**src/rtl/aftab_memory_arbiter.sv**
```systemverilog
// -----------------------------------------------------------------------------
// aftab_memory_arbiter
//
// Shares one single-port memory between two requesters: port 0 (instruction
// fetch) and port 1 (data / debugger). A request is a held level on
// pk_read / pk_write. The arbiter grants one port (round-robin on a tie),
// registers its address and write data onto the memory bus, holds the strobe
// until memDataReady, then returns a one-cycle pk_ready pulse, read data and
// an error flag. A watchdog forces completion with pk_error=1 if the memory
// never answers.
//
// Ports
//   clk, rst                 clock; asynchronous active-low reset
//   pk_read, pk_write        port k request levels (write wins if both high)
//   pk_addr, pk_wdata        port k address / write data
//   pk_rdata                 port k read data, valid while pk_ready=1
//   pk_ready                 port k one-cycle completion pulse
//   pk_error                 port k watchdog-timeout flag, qualified by pk_ready
//   readmem, writemem        memory strobes (registered)
//   addressBus, dataBusIn    memory address / write data (registered)
//   dataBusOut               memory read data
//   memDataReady             memory completion level
// -----------------------------------------------------------------------------
module aftab_memory_arbiter #(
    parameter int dataWidth     = 8,
    parameter int addressWidth  = 32,
    parameter int timeoutCycles = 64
) (
    input  logic                    clk,
    input  logic                    rst,
    input  logic                    p0_read,
    input  logic                    p0_write,
    input  logic [addressWidth-1:0] p0_addr,
    input  logic [dataWidth-1:0]    p0_wdata,
    output logic [dataWidth-1:0]    p0_rdata,
    output logic                    p0_ready,
    output logic                    p0_error,
    input  logic                    p1_read,
    input  logic                    p1_write,
    input  logic [addressWidth-1:0] p1_addr,
    input  logic [dataWidth-1:0]    p1_wdata,
    output logic [dataWidth-1:0]    p1_rdata,
    output logic                    p1_ready,
    output logic                    p1_error,
    output logic                    readmem,
    output logic                    writemem,
    output logic [addressWidth-1:0] addressBus,
    output logic [dataWidth-1:0]    dataBusIn,
    input  logic [dataWidth-1:0]    dataBusOut,
    input  logic                    memDataReady
);

    localparam int WdogWidth = $clog2(timeoutCycles);
    // Terminal count: the watchdog leaves ACCESS here instead of wrapping.
    localparam logic [WdogWidth-1:0] WdogLast = WdogWidth'(timeoutCycles - 1);

    typedef enum logic [1:0] {
        ST_IDLE    = 2'd0,
        ST_ACCESS  = 2'd1,
        ST_RELEASE = 2'd2
    } state_e;

    state_e                  state_q, state_d;
    logic [WdogWidth-1:0]    wdog_q, wdog_d;
    logic                    last_grant_q, last_grant_d;
    logic                    owner_q, owner_d;        // port being served
    logic                    readmem_q, readmem_d;
    logic                    writemem_q, writemem_d;
    logic [addressWidth-1:0] addr_q, addr_d;
    logic [dataWidth-1:0]    wdata_q, wdata_d;
    logic [dataWidth-1:0]    rdata_q [2];
    logic [dataWidth-1:0]    rdata_d [2];
    logic [1:0]              ready_q, ready_d;
    logic [1:0]              error_q, error_d;

    logic req0, req1, win, win_write;

    always_comb begin
        // NOTE: every signal written here gets a default first, so no path
        // leaves one unassigned and no latch is inferred.
        state_d      = state_q;
        wdog_d       = wdog_q;
        last_grant_d = last_grant_q;
        owner_d      = owner_q;
        readmem_d    = readmem_q;
        writemem_d   = writemem_q;
        addr_d       = addr_q;
        wdata_d      = wdata_q;
        rdata_d      = rdata_q;
        ready_d      = 2'b00;       // ready is a pulse: low unless set below
        error_d      = error_q;
        req0         = p0_read | p0_write;
        req1         = p1_read | p1_write;
        win          = 1'b0;
        win_write    = 1'b0;

        case (state_q)
            ST_IDLE: begin
                if (req0 || req1) begin
                    // On a tie the port that did not win last time goes next.
                    win          = (req0 && req1) ? ~last_grant_q : req1;
                    win_write    = win ? p1_write : p0_write;
                    owner_d      = win;
                    last_grant_d = win;
                    wdog_d       = '0;
                    writemem_d   = win_write;
                    readmem_d    = ~win_write;
                    addr_d       = win ? p1_addr : p0_addr;
                    wdata_d      = win ? p1_wdata : p0_wdata;
                    state_d      = ST_ACCESS;
                end
            end
            ST_ACCESS: begin
                // memDataReady has priority over a watchdog expiry on the same edge.
                if (memDataReady) begin
                    ready_d[owner_q] = 1'b1;
                    error_d[owner_q] = 1'b0;
                    if (readmem_q) begin
                        rdata_d[owner_q] = dataBusOut;
                    end
                    readmem_d  = 1'b0;
                    writemem_d = 1'b0;
                    state_d    = ST_RELEASE;
                end else if (wdog_q == WdogLast) begin
                    ready_d[owner_q] = 1'b1;
                    error_d[owner_q] = 1'b1;
                    rdata_d[owner_q] = '1;
                    readmem_d  = 1'b0;
                    writemem_d = 1'b0;
                    state_d    = ST_RELEASE;
                end else begin
                    wdog_d = wdog_q + 1'b1;
                end
            end
            ST_RELEASE: begin
                // Let the memory drop its ready level before accepting new work.
                if (!memDataReady) begin
                    state_d = ST_IDLE;
                end
            end
            default: state_d = ST_IDLE;
        endcase
    end

    always_ff @(posedge clk or negedge rst) begin
        if (!rst) begin
            state_q      <= ST_IDLE;
            wdog_q       <= '0;
            last_grant_q <= 1'b1;   // so port 0 wins the first tie
            owner_q      <= 1'b0;
            readmem_q    <= 1'b0;
            writemem_q   <= 1'b0;
            addr_q       <= '0;
            wdata_q      <= '0;
            rdata_q[0]   <= '0;
            rdata_q[1]   <= '0;
            ready_q      <= 2'b00;
            error_q      <= 2'b00;
        end else begin
            // NOTE: non-blocking assignments make every flop update from the
            // pre-edge values, independent of statement order.
            state_q      <= state_d;
            wdog_q       <= wdog_d;
            last_grant_q <= last_grant_d;
            owner_q      <= owner_d;
            readmem_q    <= readmem_d;
            writemem_q   <= writemem_d;
            addr_q       <= addr_d;
            wdata_q      <= wdata_d;
            rdata_q      <= rdata_d;
            ready_q      <= ready_d;
            error_q      <= error_d;
        end
    end

    assign readmem    = readmem_q;
    assign writemem   = writemem_q;
    assign addressBus = addr_q;
    assign dataBusIn  = wdata_q;
    assign p0_rdata   = rdata_q[0];
    assign p1_rdata   = rdata_q[1];
    assign p0_ready   = ready_q[0];
    assign p1_ready   = ready_q[1];
    assign p0_error   = error_q[0];
    assign p1_error   = error_q[1];

endmodule
```
**config.mk**
```make
export PLATFORM = sky130hd
export DESIGN_NAME = aftab_memory_arbiter
export DESIGN_NICKNAME = d
export VERILOG_FILES = /design/src/rtl/aftab_memory_arbiter.sv
export SDC_FILE = /design/constraint.sdc
export NUM_CORES = 1
export LEC_CHECK = 0
export CORE_MARGIN = 5
export CORE_UTILIZATION = 65
export DETAILED_ROUTE_END_ITERATION = 8
export DONT_BUFFER_PORTS = 1
export GPL_TIMING_DRIVEN = 0
export PLACE_DENSITY = 0.84
export SLEW_MARGIN = 20
export SYNTH_ARGS = -nofsm -noshare
export SYNTH_HDL_FRONTEND = slang
export SYNTH_SLANG_ARGS = --single-unit
```
**constraint.sdc**
```tcl
create_clock -name clk -period 3.3 [get_ports clk]
set_clock_uncertainty 0.15 [all_clocks]
set_input_delay 0.66 -clock clk [delete_from_list [all_inputs] [get_ports clk]]
set_output_delay 0.66 -clock clk [all_outputs]
set_load 0.02 [all_outputs]
```
# == Word level (Yosys, flattened, before mapping) ==
# Cells that the tools add are included.
# classes
eq_ne,9
muxes,32
order_cmp,4
n_reduce_logical,13
n_addsub,1
n_bitwise,9
# ops
cell,n
$mux W16,3
$mux W32,1
$mux W2,9
$mux W6,3
$bwmux W16,1
$mux W8,2
$or A16 B16 Y16,1
$pmux W6 S2,1
$reduce_and A3 Y1,3
$demux W8 S1,1
$ne A2 B2 Y1 const B,4
$mux W1,7
$add A6 B1 Y6 const B,1
$eq A6 B6 Y1 const B,1
$pmux W2 S3,1
$pmux W1 S2,2
$reduce_and A2 Y1,2
$reduce_and A4 Y1,1
$reduce_bool A2 Y1,2
$logic_and A1 B1 Y1,3
$ne A3 B3 Y1 const B,1
$and A2 B2 Y2,1
$eq A2 B1 Y1 const B,1
$eq A2 B2 Y1 const B,1
other kinds (13),15
# totals
word_cells,80
out_inout_bits,62
in_bits,95
register_bits,72

# == Depth between registers and ports, before layout ==
# Gate-level depths: netlist of the first run.
# logic_depth
word_depth,8
ltp_mapped,6
mapped_depth_nobuf,6

# == Least setup slack after synthesis of the first run ==
# No wires, ideal clock.
# synth_path
path_type,register to register
from,register wdog_q[0]
to,register wdog_q[5]
required_time_ps,3024
stages_incl_launch_ff,6
path_buffers,0
setup_ps,126
arrival_time_ps,1711
setup_slack_ps,1313
synth_period_minus_slack_ps,1987
cell_sequence,dfrtp_1 > ha_1 > and3_1 > a311oi_4 > nor2b_1 > a221o_1
# synth_via
elab_chain_cells,4
elab_cells_between_ends,7
cone_classes,add/sub: 1; eq/ne: 2; mux: 3; reduce/logical: 1
# synth_lines
element,line,rtl
start: declaration,64,"logic [WdogWidth-1:0] wdog_q, wdog_d;"
start signal: assignment,163,wdog_q <= wdog_d;
$add A6 B1 Y6,132,wdog_d = wdog_q + 1'b1;
$mux W6,124,end else if (wdog_q == WdogLast) begin
$mux W6,115,if (memDataReady) begin
$pmux W6 S2,97,case (state_q)
# Several ways; a longest one is shown, not always the timed one. The select of a mux whose other input is x is not followed.
# A chain may end at the register's enable or synchronous reset.

# == Final worst setup path of the first run ==
# Same ends and word-level chain as after synthesis.

==> key figures, run 1 <==
Run status
  – Status: finished clean

Setup path
  – Crit path buf inv count: 0
  – Crit path max fanout: 7
  – CP Data Arrival Time: 2.25 ns
  – Top Family by Delay on Critical Path: compound AO/OA/AOI/OAI gates
  – FF-to-FF path depth: 5
  – Crit. End Element: flip-flop
  – CP Launch Type: flip-flop
  – Critical path depth: 5
  – Worst EP required: 3.38 ns
  – Critical path class: flip-flop to flip-flop
  – R2r endpoint: wdog_q[5]$_DFFE_PN0P_
  – R2R setup slack: 1.13 ns
  – Setup crit end: wdog_q[5]$_DFFE_PN0P_
  – Crit path max-delay cell type: dfrtp_1
  – Worst path cell trace: ha_1 -> and3_1 -> a311oi_4 -> nor2b_1 -> a221o_1
  – Critical path startpoint: wdog_q[0]$_DFFE_PN0P_
  – Slowest stage delay, CP: 0.42 ns
  – R2R Path Start: wdog_q[0]$_DFFE_PN0P_

Timing
  – Fin worst setup slack: 1.13 ns
  – WHS: about 0.043 ns
  – RSZ-0062 raised after global routing: false
  – FMAX: 0.460 GHz
  – Tcrit/Tclk final: 65.8%
  – Slew @ Worst Pin: between 0.5 and 0.6 ns
  – Final setup fails: 0
  – Final number of max-transition violations: 0
  – Setup TNS: 0 ns
  – Relative slew slack: between 60 and 70%
  – Post-layout min period: 2.17 ns
  – Final hold violation count: 0

Synthesis
  – Yosys cell types: 38
  – Mux contribution to synthesized area: 12.6%
  – Post-synthesis instance area: 0.00326 mm^2
  – Syn nets: 388
  – Synth Area in Adders: 0.384%
  – Warnings from Yosys: 0
  – Mapped Cells: 292
  – Synth Area in Simple Gates: 11.1%
  – Synth Area in Compound Gates: ~17%
  – Seq/Total Area, Yosys: 55.3%
  – Synth Area in XOR/XNOR: 0%
  – Combinational family with the most area after synthesis: compound AO/OA/AOI/OAI gates
  – Mean Syn Cell Area: 11.2 um^2
  – Seq cells post-synth: 72

Clocking
  – Clock root buffer: clkbuf_8
  – H-tree depth: 3
  – Clock buffer depth: 2
  – Clock Pin Slew Worst Setup and Hold Paths: roughly 0.08 ns
  – CTS tree: built
  – Clk sink count: 72
  – Clock latency on the worst-skew pair: 0.34 ns
  – Cts bufs inserted: 9

Placed design
  – Post-Place Cells: 359
  – Gpl congestion: roughly 0.83
  – Dpl hpwl: 5800 um
  – I/O Buffers: 0
  – DP Worst Slack: 1.11 ns
  – Placed cell area: 0.00334 mm^2

Route
  – Drt initial violations: roughly 140
  – Vias/cell: about 6.2
  – Antenna-violating nets left: 0
  – Vias: 2328
  – Post-route DRC violation count: 0
  – Final wirelength: ~8000 um
  – Routed wire per std cell: 20.6 um
  – DRT Pass-1 Iters: 4

Final layout
  – Post-route design area: 0.00361 mm^2
  – Non-filler cells, final: 377
  – Share of layout cells above drive strength 1: between 10 and 15%
  – Most common cell after layout, fill and taps aside: dfrtp_1
  – Antenna diode count: 0
  – Nets@finish: between 400 and 500
  – Commonest cells after routing, fill and taps aside: dfrtp_1, nand2_1, o21ai_0
  – Area grow syn2layout: 10.7%

GRT
  – Largest net degree at the start of global routing: 72
  – Global-route usage over all layers: 25.8%
  – First-pass GRT wire length: 12600 um
  – Vias in the first global route: 2509
  – Initial antenna violation count: 0
  – GRT overflow: 0

Hold path
  – Worst Hold Class: input port to asynchronous set/reset pin

Die
  – I/O Pins: around 160
  – Floorplan core area: roughly 0.0048 mm^2
  – Initial Util: roughly two thirds
  – Rows: 25
  – Die area: 0.00653 mm^2
  – Die X: 80.8 um
  – Die height: 80.8 um

Power and ir drop
  – VDD IR max: 0.691 mV
  – Leakage: 0.00162 uW
  – Cell Pwr Density: 1080 mW/mm^2

Job
  – Max cap viols: 0
metrics by stage:
| step | power, uW | util (%) |
|---|---|---|
| 3_5_place_dp | 3130 | 69.9 |
| 4_1_cts | 3930 | 75.4 |
| 2_1_floorplan | 2800 | - |
| 6_report | 3900 | 75.4 |
| 5_1_grt | 4170 | 75.4 |
| 3_3_place_gp | 3050 | 69.9 |
per-layer routing:
metal	track usage, %	share of wire, %	vias to the layer above
met3	9.31	11	16
met1	30.8	38	1129
met4	11.5	2.3	0
met2	41.9	49	116
met5	0	0	-
li1	-	-	1067
worst min-delay path by stage:
stage / start / endpoint / slack (ns) / depth (start not counted)
2_1_floorplan: rst / asynchronous set/reset pin / 0.21 / 0
3_3_place_gp: rst / p0_rdata[0]$_DFFE_PN0P_ / 0.22 / 0
3_5_place_dp: rst / p0_rdata[0]$_DFFE_PN0P_ / 0.22 / 0
4_1_cts: rst / p1_rdata[4]$_DFFE_PN0P_ / 0.05 / 1
5_1_grt: rst / p1_rdata[0]$_DFFE_PN0P_ / 0.05 / 1
6_report: rst / p0_rdata[0]$_DFFE_PN0P_ / 0.04 / 1
kinds of logic after synthesis:
kind of cell | count (synthesis)
mux | 41
simple gates | 78
flops | 72
fa+ha+maj | 1
buf+inv | 20
compound gates | 80
cells in the mapped netlist:
library cell	number	share of area, %
dfrtp_1	71	54
nand2_1	50	5.8
o21ai_0	46	7.1
mux2i_1	40	12
o22a_1	17	4.6
clkbuf_1	7	0.81
buf_2	6	0.92
nor2_1	6	0.69
a21oi_1	4	0.61
nor3_1	4	0.61
a31oi_1	3	0.58
buf_6	3	1.0
inv_1	3	0.35
nor2b_1	3	0.58
and3_1	2	0.38
nand2b_1	2	0.38
nand3_1	2	0.31
o2bb2ai_1	2	0.54
or3_2	2	0.46
a211oi_4	1	0.61
a21oi_4	1	0.50
a221o_1	1	0.31
a311oi_4	1	0.81
and3_2	1	0.23
and3b_1	1	0.27
clkbuf_8	1	0.42
dfstp_2	1	0.81
ha_1	1	0.38
mux2_2	1	0.35
nand2_2	1	0.19
nand3_4	1	0.54
nand4_1	1	0.19
nor4_1	1	0.19
o21ai_1	1	0.15
o22ai_1	1	0.19
o32ai_1	1	0.27
o41ai_4	1	0.84
or3_4	1	0.35
state kept, by name (all words and copies together) (netlist names), named ones only:
name,cells
readmem,1
writemem,1
ready_q,2
state_q,2
wdog_q,6
last_grant_q,1
p1_rdata,8
p0_rdata,8
dataBusIn,8
owner_q,1
addressBus,32
layout make-up:
class                   instances  area (um^2)
plain buffers                  17          104
clock buffers                  10          138
clock inverters                 6         90.1
fillers                       340         1180
inverters                       3         11.3
multi-input cells             200         1340
flip-flops and latches         72         1800
well taps                      67         83.8
repair buffers                  2         37.5
power by group:
part	leakage, uW	switching, uW	internal [uW]	total (uW)
logic	0.000622	612	435	1050
clock network	0.000113	338	450	788
registers	0.000881	777	1290	2070
repair_timing:
item	4_1_cts	5_1_grt
setup buffers	0	0
hold endpoints to repair	71	0
resized for setup	0	0
hold buffers	2	0
Note: power is estimated with default switching activity, not from simulation.
==> run 2: changes to the inputs <==
--- a/config.mk
+++ b/config.mk
@@ -6,11 +6,11 @@
 export NUM_CORES = 1
 export LEC_CHECK = 0
 export CORE_MARGIN = 5
-export CORE_UTILIZATION = 65
+export CORE_UTILIZATION = 56
 export DETAILED_ROUTE_END_ITERATION = 8
 export DONT_BUFFER_PORTS = 1
 export GPL_TIMING_DRIVEN = 0
-export PLACE_DENSITY = 0.84
+export PLACE_DENSITY = 0.77
 export SLEW_MARGIN = 20
 export SYNTH_ARGS = -nofsm -noshare
 export SYNTH_HDL_FRONTEND = slang
==> constraint.sdc (replaced) <==
create_clock -name clk -period 1.8 [get_ports clk]
set_clock_uncertainty 0.15 [all_clocks]
set_input_delay 0.36 -clock clk [delete_from_list [all_inputs] [get_ports clk]]
set_output_delay 0.36 -clock clk [all_outputs]
set_load 0.02 [all_outputs]
==> run 2 against run 1 <==
The run now ends with hold timing, setup timing left. Combinational power up 95%. Cell count up 2.7%. Die area up 14%. Sequential cell count unchanged. Largest cell class unchanged. Utilization down 9.1 points. Total power up 86%. Global-route usage down 4.6 points. Hold slack worse by 0.48 ns. Sequential power up 85%. Clock power up 78%.
==> key figures, run 2 (synthesized netlist as in run 1, its figures left out) <==
Route
  – Vias: 2316 (was 2328)
  – Final wirelength: 7910 um (was 7770 um)
  – Vias/cell: 5.98 (was 6.18)
  – DRT Pass-1 Iters: 4 (unchanged)
  – Antenna-violating nets left: 0 (unchanged)
  – Post-route DRC violation count: 0 (unchanged)
  – Routed wire per std cell: 20.4 um (was 20.6 um)
  – Drt initial violations: 65 (was 136)

Power and ir drop
  – Cell Pwr Density: 1970 mW/mm^2 (was 1080 mW/mm^2)
  – VDD IR max: 0.980 mV (was 0.691 mV)
  – Leakage: 0.00164 uW (was 0.00162 uW)

Clocking
  – Cts bufs inserted: 9 (unchanged)
  – Clock Pin Slew Worst Setup and Hold Paths: 0.08 ns (about the same)
  – CTS tree: built (unchanged)
  – H-tree depth: 3 (unchanged)
  – Clock root buffer: clkbuf_8 (unchanged)
  – Clock latency on the worst-skew pair: 0.33 ns (was 0.34 ns)
  – Clk sink count: 72 (unchanged)
  – Clock buffer depth: 2 (unchanged)

Setup path
  – Worst EP required: 1.86 ns (was 3.38 ns)
  – FF-to-FF path depth: 5 (unchanged)
  – R2R setup slack: -0.003 ns (was 1.13 ns)
  – R2r endpoint: wdog_q[5]$_DFFE_PN0P_ (unchanged)
  – Crit path max fanout: 4 (was 7)
  – CP Launch Type: flip-flop (unchanged)
  – CP Data Arrival Time: 1.87 ns (was 2.25 ns)
  – Slowest stage delay, CP: 0.42 ns (about the same)
  – Critical path class: flip-flop to flip-flop (unchanged)
  – Worst path cell trace: ha_4 -> and3_4 -> a311oi_4 -> nor2b_4 -> a221o_1 (was ha_1 -> and3_1 -> a311oi_4 -> nor2b_1 -> a221o_1)
  – Crit. End Element: flip-flop (unchanged)
  – R2R Path Start: wdog_q[0]$_DFFE_PN0P_ (unchanged)
  – Crit path max-delay cell type: dfrtp_1 (unchanged)

Placed design
  – Gpl congestion: 0.714 (was 0.832)
  – Dpl hpwl: 5860 um (was 5800 um)
  – Post-Place Cells: 364 (was 359)
  – DP Worst Slack: -0.227 ns (was 1.11 ns)
  – I/O Buffers: 0 (unchanged)

Timing
  – Final number of max-transition violations: 0 (unchanged)
  – Final setup fails: 1 (was 0)
  – RSZ-0062 raised after global routing: true (was false)
  – FMAX: 0.555 GHz (was 0.460 GHz)
  – Tcrit/Tclk final: 100% (was 65.8%)
  – Slew @ Worst Pin: 0.548 ns (was 0.573 ns)
  – Post-layout min period: 1.80 ns (was 2.17 ns)
  – Fin worst setup slack: -0.00261 ns (was 1.13 ns)
  – Final hold violation count: 72 (was 0)
  – WHS: -0.433 ns (was 0.0429 ns)
  – Relative slew slack: 63.4% (was 61.5%)

Die
  – Floorplan core area: 0.00557 mm^2 (was 0.00479 mm^2)
  – Die X: 86.3 um (was 80.8 um)
  – Rows: 27 (was 25)
  – Die height: 86.3 um (was 80.8 um)
  – I/O Pins: 157 (unchanged)
  – Die area: 0.00745 mm^2 (was 0.00653 mm^2)
  – Initial Util: 58.5% (was 68.1%)

Run status
  – Failing checks: hold timing, setup timing
  – Status: finished with violations (was finished clean)

Final layout
  – Most common cell after layout, fill and taps aside: dfrtp_1 (unchanged)
  – Nets@finish: 406 (was 401)
  – Fillers: 437 (was 340)
  – Max FFs per register: 32 (unchanged)
  – Non-filler cells, final: 387 (was 377)
  – Share of layout cells above drive strength 1: 17.1% (was 12.6%)
  – Reg area: 0.00181 mm^2 (was 0.00180 mm^2)
  – Multi-input logic area: 0.00139 mm^2 (was 0.00134 mm^2)
  – Commonest cells after routing, fill and taps aside: dfrtp_1, nand2_1, o21ai_0 (unchanged)
  – Antenna diode count: 0 (unchanged)
  – Area grow syn2layout: 13.3% (was 10.7%)

Job
  – Max cap viols: 0 (unchanged)

GRT
  – Global-route usage over all layers: 21.2% (was 25.8%)
  – GRT overflow: 0 (unchanged)
  – Largest net degree at the start of global routing: 73 (was 72)
  – Vias in the first global route: 2504 (was 2509)
  – First-pass GRT wire length: 12300 um (was 12600 um)
  – Initial antenna violation count: 0 (unchanged)

Hold path
  – Worst Hold Class: input port to asynchronous set/reset pin (unchanged)
==> run 2: cell count changes in the layout (fill, tap and decap cells not counted), sizes merged <==
cell / before / now
inv: 5 / 3
clkinvlp: 1 / 2
buf: 10 / 16
clkbuf: 18 / 19
dlygate4sd3: 1 / 0
==> run 2: stage by stage <==
step                power (uW)  cell area (um^2)  TNS [ns]  util [%]  hold slack, ns
detailed placement        5760              3360     -7.80      60.3         -0.0834
finish                    7280              3690  -0.00261      66.3          -0.433
CTS                       7300              3660   -0.0536      65.7          -0.451
global placement          5640              3360     -6.66      60.3         -0.0832
floorplan                 5150              3270         0         -         -0.0856
global route              7740              3690    -0.172      66.3          -0.459
==> run 2: metal layers <==
| layer | part of all wire, % | global-route usage [%] | wire length, um |
|---|---|---|---|
| met5 | 0 | 0 | 0 |
| met4 | 1.2 | 7.65 | 91 |
| met3 | 10 | 7.32 | 822 |
| met2 | 51 | 36.4 | 4060 |
| met1 | 37 | 24.5 | 2940 |
==> run 2: worst max-delay path by stage <==
stage / from / endpoint / slack (ns)
floorplan: wdog_q[1]$_DFFE_PN0P_ / wdog_q[5]$_DFFE_PN0P_ / 0.001
global placement: last_grant_q$_DFFE_PN1P_ / addressBus[3]$_DFFE_PN0P_ / -0.19
detailed placement: last_grant_q$_DFFE_PN1P_ / dataBusIn[2]$_DFFE_PN0P_ / -0.23
CTS: wdog_q[0]$_DFFE_PN0P_ / p0_rdata[6]$_DFFE_PN0P_ / -0.01
global route: wdog_q[0]$_DFFE_PN0P_ / wdog_q[5]$_DFFE_PN0P_ / -0.05
finish: wdog_q[0]$_DFFE_PN0P_ / wdog_q[5]$_DFFE_PN0P_ / -0.003
==> run 2: final cells by class <==
cell class / instances / area share (%)
tap: 72 / 2.44
sequential: 72 / 48.9
inverter: 3 / 0.305
buffer: 16 / 2.88
multi-input combinational: 200 / 37.7
timing repair buffer: 8 / 1.83
clock inverter: 5 / 2.17
clock buffer: 11 / 3.83
==> run 2: repair_timing <==
item,4_1_cts,5_1_grt
buffers inserted,7,1
gates resized for setup,7,13
endpoints found under the hold margin,72,72
pin swaps,13,4
setup endpoints to repair,49,45
==> run 2: report_power, final <==
part	total, uW	switching [uW]	internal (uW)
logic	2050	1140	918
clock network	1400	585	817
registers	3820	1440	2380
==> run 2: worst max-delay path, delay by kind of cell (launching register included) <==
family | cells | cell delay [ns]
DFF | 1 | 0.42
adders and majority gates | 1 | 0.19
and+or+nand+nor | 2 | 0.27
AOI/OAI and AO/OA | 2 | 0.67
